===== src/rtl/uop_add_sequencer.sv =====
// uop_add_sequencer: walks the point-addition microcode ROM and issues words to the modular engine.
// Optional engine-completion watchdog is enabled by defining UOP_SEQ_WDOG_EN.
module uop_add_sequencer #(
  parameter int ROM_AW      = 6,
  parameter int WDOG_CYCLES = 4096
) (
  input  logic              clk,
  input  logic              rst,
  input  logic              start,
  output logic              busy,
  output logic              done,
  output logic [ROM_AW-1:0] rom_addr,
  input  logic [19:0]       rom_data,
  output logic              op_valid,
  output logic [3:0]        op_opcode,
  output logic [3:0]        op_src1,
  output logic [3:0]        op_src2,
  output logic [3:0]        op_dst,
  input  logic              op_done,
  input  logic              op_eq,
  output logic [2:0]        cond,
  output logic              wdog_err
);

  localparam logic [3:0] OP_CMP = 4'h3;
  localparam logic [3:0] OP_RDY = 4'hF;

  localparam logic [3:0] EX_ALWAYS     = 4'h0;
  localparam logic [3:0] EX_PZT1T2_0XX = 4'h1;
  localparam logic [3:0] EX_PZT1T2_100 = 4'h2;
  localparam logic [3:0] EX_PZT1T2_101 = 4'h3;

  typedef enum logic [2:0] {
    S_IDLE,
    S_FETCH,
    S_WAIT_ROM,
    S_DECODE,
    S_ISSUE,
    S_WAIT,
    S_DONE
  } state_t;

  state_t     state;
  logic [1:0] cmp_idx;
  logic       exec_ok;
  logic       last_addr;
  logic       wdog_fire;

  assign last_addr = (rom_addr == {ROM_AW{1'b1}});

  always_comb begin
    exec_ok = 1'b0;
    case (rom_data[3:0])
      EX_ALWAYS:     exec_ok = 1'b1;
      EX_PZT1T2_0XX: exec_ok = ~cond[2];
      EX_PZT1T2_100: exec_ok = (cond == 3'b100);
      EX_PZT1T2_101: exec_ok = (cond == 3'b101);
      default:       exec_ok = 1'b0;
    endcase
  end

`ifdef UOP_SEQ_WDOG_EN
  localparam int WDW = $clog2(WDOG_CYCLES + 1);
  localparam logic [WDW-1:0] WDOG_LAST = WDW'(WDOG_CYCLES - 1);

  logic [WDW-1:0] wdog_cnt;

  assign wdog_fire = (state == S_WAIT) && !op_done && (wdog_cnt == WDOG_LAST);

  // Counter restarts on every new engine request; the error stays set until the next accepted start.
  always_ff @(posedge clk or posedge rst) begin
    if (rst) begin
      wdog_cnt <= '0;
      wdog_err <= 1'b0;
    end else begin
      if (state == S_WAIT) wdog_cnt <= wdog_cnt + 1'b1;
      else                 wdog_cnt <= '0;
      if (wdog_fire)                      wdog_err <= 1'b1;
      else if (state == S_IDLE && start)  wdog_err <= 1'b0;
    end
  end
`else
  assign wdog_fire = 1'b0;
  // Always low here; WDOG_CYCLES only matters for the watchdog build.
  assign wdog_err  = (WDOG_CYCLES < 0);
`endif

  always_ff @(posedge clk or posedge rst) begin
    if (rst) begin
      state     <= S_IDLE;
      rom_addr  <= '0;
      op_valid  <= 1'b0;
      op_opcode <= '0;
      op_src1   <= '0;
      op_src2   <= '0;
      op_dst    <= '0;
      busy      <= 1'b0;
      done      <= 1'b0;
      cond      <= 3'b000;
      cmp_idx   <= '0;
    end else begin
      case (state)
        S_IDLE: begin
          if (start) begin
            state    <= S_FETCH;
            busy     <= 1'b1;
            rom_addr <= '0;
            cmp_idx  <= '0;
            cond     <= 3'b000;
          end
        end
        S_FETCH:    state <= S_WAIT_ROM;
        S_WAIT_ROM: state <= S_DECODE;
        S_DECODE: begin
          if (rom_data[19:16] == OP_RDY) begin
            state <= S_DONE;
            done  <= 1'b1;
          end else if (exec_ok) begin
            state <= S_ISSUE;
          end else if (last_addr) begin
            state <= S_DONE;
            done  <= 1'b1;
          end else begin
            rom_addr <= rom_addr + 1'b1;
            state    <= S_FETCH;
          end
        end
        S_ISSUE: begin
          op_valid  <= 1'b1;
          op_opcode <= rom_data[19:16];
          op_src1   <= rom_data[15:12];
          op_src2   <= rom_data[11:8];
          op_dst    <= rom_data[7:4];
          state     <= S_WAIT;
        end
        S_WAIT: begin
          if (op_done) begin
            op_valid <= 1'b0;
            // CMP results fill cond from the top bit down: PZ, then T1, then T2.
            if (op_opcode == OP_CMP && cmp_idx != 2'd3) begin
              case (cmp_idx)
                2'd0:    cond[2] <= ~op_eq;
                2'd1:    cond[1] <= ~op_eq;
                default: cond[0] <= ~op_eq;
              endcase
              cmp_idx <= cmp_idx + 1'b1;
            end
            if (last_addr) begin
              state <= S_DONE;
              done  <= 1'b1;
            end else begin
              rom_addr <= rom_addr + 1'b1;
              state    <= S_FETCH;
            end
          end else if (wdog_fire) begin
            op_valid <= 1'b0;
            state    <= S_DONE;
            done     <= 1'b1;
          end
        end
        S_DONE: begin
          done  <= 1'b0;
          busy  <= 1'b0;
          state <= S_IDLE;
        end
        default: state <= S_IDLE;
      endcase
    end
  end

endmodule


===== config.mk =====
export PLATFORM = sky130hd
export DESIGN_NAME = uop_add_sequencer
export DESIGN_NICKNAME = d
export VERILOG_FILES = /design/src/rtl/uop_add_sequencer.sv
export SDC_FILE = /design/constraint.sdc
export NUM_CORES = 1
export LEC_CHECK = 0
export CORE_UTILIZATION = 40
export DETAILED_ROUTE_END_ITERATION = 7
export GPL_ROUTABILITY_DRIVEN = 0
export HOLD_SLACK_MARGIN = 0.1
export PLACE_DENSITY = 0.7
export SLEW_MARGIN = 20
export SYNTH_ARGS = -nofsm -noshare
export SYNTH_HDL_FRONTEND = slang
export SYNTH_SLANG_ARGS = --single-unit

===== constraint.sdc =====
create_clock -name clk -period 2.9 [get_ports clk]
set_input_delay 0.435 -clock clk [delete_from_list [all_inputs] [get_ports clk]]
set_output_delay 0.435 -clock clk [all_outputs]
set_load 0.05 [all_outputs]

# [After elaboration in Yosys (flattened, before gate mapping)]
# Index checks and enable logic that the tools add are counted.
[classes] addsub=2 n_mul=0 div_mod_pow=0 order_cmp=0 n_eq_ne=25 shifts=0 muxes=33 n_bitwise=2 n_reduce_logical=19
[ops] op="2-to-1 mux 6 bit" n=5
[ops] op="2-to-1 mux 3 bit" n=8
[ops] op="AND reduction 5 bit" n=4
[ops] op="one-hot mux 3 bit (6 select lines)" n=1
[ops] op="one-hot mux 6 bit (3 select lines)" n=1
[ops] op="equality test 3 bit (second input constant)" n=5
[ops] op="inequality test 2 bit (second input constant)" n=7
[ops] op="equality test 4 x 2 -> 1 bit (second input constant)" n=3
[ops] op="2-to-1 mux 1 bit" n=9
[ops] op="adder 6 x 1 -> 6 bit (second input constant)" n=1
[ops] op="equality test 3 x 2 -> 1 bit (second input constant)" n=2
[ops] op="equality test 6 bit (second input constant)" n=1
[ops] op="2-to-1 mux 2 bit" n=3
[ops] op="one-hot mux 3 bit (2 select lines)" n=1
[ops] op="AND reduction 2 bit" n=3
[ops] op="nonzero test 2 bit" n=3
[ops] op="nonzero test 3 bit" n=2
[ops] op="equality test 4 x 1 -> 1 bit (second input constant)" n=1
[ops] op="equality test 4 bit (second input constant)" n=1
[ops] op="zero test 4 bit" n=1
[ops] op="inequality test 2 x 1 -> 1 bit (second input constant)" n=2
[ops] op="one-hot mux 1 bit (2 select lines)" n=2
[ops] op="one-hot mux 1 bit (4 select lines)" n=1
[ops] op="one-hot mux 2 bit (2 select lines)" n=1
[ops] op="other kinds (12)" n=13
[word_totals] ff_bits=33 latchBits=0 ramBits=0 romBits=0 in_bits=25 out_inout_bits=29 mem_count=0

# [Longest topological paths before layout]
[logic_depth] depth_word=6 ltp_mapped=7 mapped_depth_nobuf=6

# [Least setup slack after synthesis]
# Ideal clock, no wire load.
[synth_path] kind="register to register" start="register rom_addr[0]" end="register rom_addr[0]" setup_time_ns=0.125 arrival_ns=1.926 slack_ns=0.850 path_stages_with_launch=7 path_buffers=0 synth_period_minus_slack_ns=2.050 path_cell_list="dfrtp_1 ha_1 nand3_1 nor2b_1 o311ai_4 a21oi_2 mux2_2"
[synth_between] elab_chain_len=5 elab_cells_between_ends=7 cone_classes="add/sub: 1; eq/ne: 1; mux: 5"
[synth_lines] item="from (decl)" line_no="12" text="output logic [ROM_AW-1:0] rom_addr,"
[synth_lines] item="from (signal assigned)" line_no="124" text="rom_addr <= rom_addr + 1'b1;"
[synth_lines] item="from (signal assigned)" line_no="152" text="rom_addr <= rom_addr + 1'b1;"
[synth_lines] item="adder 6 x 1 -> 6 bit / equality test 6 bit (equally long branches)" line_no="124, 152, 49"
[synth_lines] item="2-to-1 mux 6 bit (*)" line_no="120, 148"
[synth_lines] item="2-to-1 mux 6 bit" line_no="118" text="end else if (exec_ok) begin"
[synth_lines] item="2-to-1 mux 6 bit" line_no="115" text="if (rom_data[19:16] == OP_RDY) begin"
[synth_lines] item="one-hot mux 6 bit (3 select lines) (*)" line_no="102" text="case (state)"
# Mark *: on every way between the ends. The rest lies on a longest branch, timed or not. The select of a mux whose other input is x is not followed.
# A chain may end at the register's enable or synchronous reset.

# [Final worst setup path]
[layout_path] start="input rom_data[0]" end="register rom_addr[1]"
[layout_between] elab_chain_len=4 elab_cells_between_ends=7 cone_classes="eq/ne: 4; mux: 1; reduce/logical: 2"
[layout_lines] item="from (decl)" line_no="13" text="input logic [19:0] rom_data,"
[layout_lines] item="equality test 4 x 2 -> 1 bit (tied with other cells)" line_no="53" text="case (rom_data[3:0])"
[layout_lines] item="one-hot mux 1 bit (4 select lines) (*)" line_no="53"
[layout_lines] item="inequality test 2 bit (no line) (*)"
[layout_lines] item="AND reduction 5 bit (no line) (*)"
# Mark *: on every way between the ends. The rest lies on a longest branch, timed or not.

==> results.md <==
- Reg clk slew, reported paths: 70 ps
- CTS H-tree depth: 2
- Count leader, synth: dfrtp_1
- Starting Density: 42.9%
- Measured slew at the worst slew-check pin: a little over 600 ps
- Die Height: between 60 and 70 um
- Initial antenna violation count: 0
- Maximum clock frequency: approximately 460 MHz
- Sequential share of the synthesized area: 46.8%
- Post-DR vias/cell: around 5.5
- RSZ-0062 raised after global routing: no
- Mapped cell area: 0.00176 mm2
- Filler cells: between 300 and 400
- Ranking of synthesized cells by area: dfrtp_1 (47%), mux2_2 (11%), nor2_1 (3.6%)
- Worst ir drop on vdd: approximately 0.65 mV
- Simple-Gate Fraction of Synth Area: between 10% and 20%
- Largest net degree at the start of global routing: 34
- Root buffer cell: clkbuf_8
- Final setup TNS: 0 ps
- Relative max-transition margin: 58.5%
- Compound-Gate Fraction of Synth Area: 15.8%
- Num CTS Buffers: 5
- Multiplexer share of the synthesized area: 11.5%
- Syn_area_per_cell: around 10 um2
- Detailed-route via count: 1516
- CP Buf/Inv Count: 1
- Clock skew: 6.44 ps
- HP Class: flop to flop
- Top post-synthesis cells by count: dfrtp_1 (33), mux2_2 (18), nor2_1 (17)
- Rows: 23
- Clock Sinks: 33
- Number of flops mapped to enable cells by yosys: 0
- Minimum clock period: roughly 2200 ps
- Total Wirelength: 3.97 mm
- Io pins: between 50 and 60
- Final Setup Violations: 0
- Clock tree from TritonCTS: done
- R2R cell count: 4
- Pwr Total: 2620 uW
- MaxCap Viol Count: 0
- Worst Path Required: between 3000 and 4000 ps
- First-pass DRT Iterations: 4
- CP Max Fanout: 8
- GRT Resource Usage Total: 19.6%
- Slowest stage delay, CP: around 530 ps
- Syn Inst Count: between 150 and 200
- Post-DP HPWL: ~2.9 mm
- Drt initial violations: 98
- Ys async rst share: between 90% and 100%
- Nets: about 250
- Fin. max-slew vios: 0
- Synth warnings: 0
- Register area: just over 800 um2
- Vias in the first global route: 1506
- Yosys cell types: between 40 and 50
- Area delta synth->final: 37.8%
- Hold path cells: 1
- Die Outline Area: ~0.0047 mm2
- Global-route wire length before repair: ~6.7 mm
- Synth Flop Type: dfrtp_1
- # DRC: 0
- Area used by multi-input combinational logic: approximately 900 um2
- Critical path, cell by cell: clkdlybuf4s50_1 > nor4b_1 > a211oi_2 > o31ai_2 > a21oi_2 > mux2_2
- CP Launch Type: primary input
- Cell taking the most area after synthesis: dfrtp_1
- Worst setup EP type: flop
- Bufs on Longest Clock Path: 2
- Final Cycle Share: between 70% and 80%
- Delay-heaviest family, CP: compound AO/OA/AOI/OAI gates
- CP arrival: ~2300 ps
- Levels on crit path: 6
- Synthesized flop and latch total: 33
- Outcome: completed
- Critical path class: primary input to flop
- Highest-delay cell along the critical path: o31ai_2
- GRT Residual Overflow: 0
- Remaining antenna violation count: 0
- Adder and majority cell fraction of the synthesized area: under 10%
- Synth Area in XOR/XNOR: less than 1%
- Share of cells above drive strength 1: 16.4%
- Drt wl/cell: about 14 um
- Post-synth top area share: ~47%
- Clock latency on the worst-skew pair: between 200 and 300 ps
- Final hold viol count: 0
- Largest family of logic cells by synthesized area: simple AND/OR/NAND/NOR gates
- Number of diodes: 0
- Core area: between 0.004 and 0.005 mm2
- Post-cts repair resize count: 0
- Mapped Nets: 200
- Setup repair bufs after CTS: 0
- Port bufs: 52
- Hold_buf cts: 0
- Power Density: around 1100 mW/mm2
- Chip width: just under 70 um
- P_leak: about 0.001 uW
cell usage in the layout (no fill, tap or decap), types with 2 or more instances in the layout:
cell type	count
clkdlybuf4s50_1	52
dfrtp_1	33
mux2_2	18
nor2_1	17
nand2_1	12
o21ai_0	11
inv_1	7
nand2b_1	5
nand3_1	5
clkbuf_8	5
or2_2	4
a21oi_1	4
a211oi_1	4
ha_1	4
nor2b_1	3
and2_1	2
nor3b_1	2
or3_1	2
a221oi_1	2
a31oi_1	2
o2bb2ai_1	2
nor3_1	2
buf_4	2
flip-flops by register name (all words and copies together), names as in the netlist:
register   count
state          3
op_opcode      4
rom_addr       6
cmp_idx        2
busy           1
op_src2        4
cond           3
op_src1        4
op_valid       1
op_dst         4
done           1
stage by stage:
| stage | std cells | utilization, % | worst slack [ps] | instance area (um2) | hold WS (ps) |
|---|---|---|---|---|---|
| finish | 275 | 59.1 | 745 | 2430 | 493 |
| global placement | 268 | 56.6 | 514 | 2330 | 467 |
| global route | 275 | 59.1 | 650 | 2430 | 523 |
| floorplan | 171 | - | 850 | 1760 | 473 |
| detailed placement | 268 | 56.6 | 440 | 2330 | 473 |
| CTS | 275 | 59.1 | 737 | 2430 | 502 |
metal layers:
| layer | vias to the layer above | track usage, % | routed length [um] |
|---|---|---|---|
| li1 | 720 | - | - |
| met1 | 728 | 23.4 | 1640 |
| met2 | 64 | 31.9 | 1930 |
| met3 | 4 | 8.50 | 362 |
| met4 | 0 | 5.47 | 40 |
| met5 | - | 0 | 0 |
logic make-up (layout without fill, tap and decap cells):
kind of cell | after synthesis | after routing
AOI/OAI and AO/OA | 37 | 37
xor gates and xnor gates | 1 | 1
adders and majority gates | 4 | 4
buffers and inverters | 14 | 68
DFF | 33 | 33
muxes | 18 | 18
other | 1 | 1
and+or+nand+nor | 63 | 63
power breakdown:
part / switching, uW / internal (uW) / total, uW / leakage, uW
sequential: 178 / 625 / 803 / 0.000429
clock: 163 / 249 / 412 / 0.0000540
combinational: 856 / 550 / 1410 / 0.000536
worst paths after layout:
path / from / end / slack [ps]
min in group asynchronous: rst / rom_addr[0] / 540
min reg2reg: op_valid / op_valid / 490
min: op_valid / op_valid / 490
max in group asynchronous: rst / done / 2060
max reg2reg: state[2] / cond[0] / 910
max: rom_data[0] / rom_addr[1] / 740
area by class of cell:
| cell class | count | area share, % |
|---|---|---|
| multi-input combinational | 124 | 36.1 |
| sequential | 33 | 34.0 |
| timing repair buffer | 54 | 22.0 |
| clock buffer | 5 | 2.83 |
| tap | 50 | 2.57 |
| clock inverter | 2 | 1.44 |
| inverter | 7 | 1.08 |
Power figures use the tool's default switching activity.
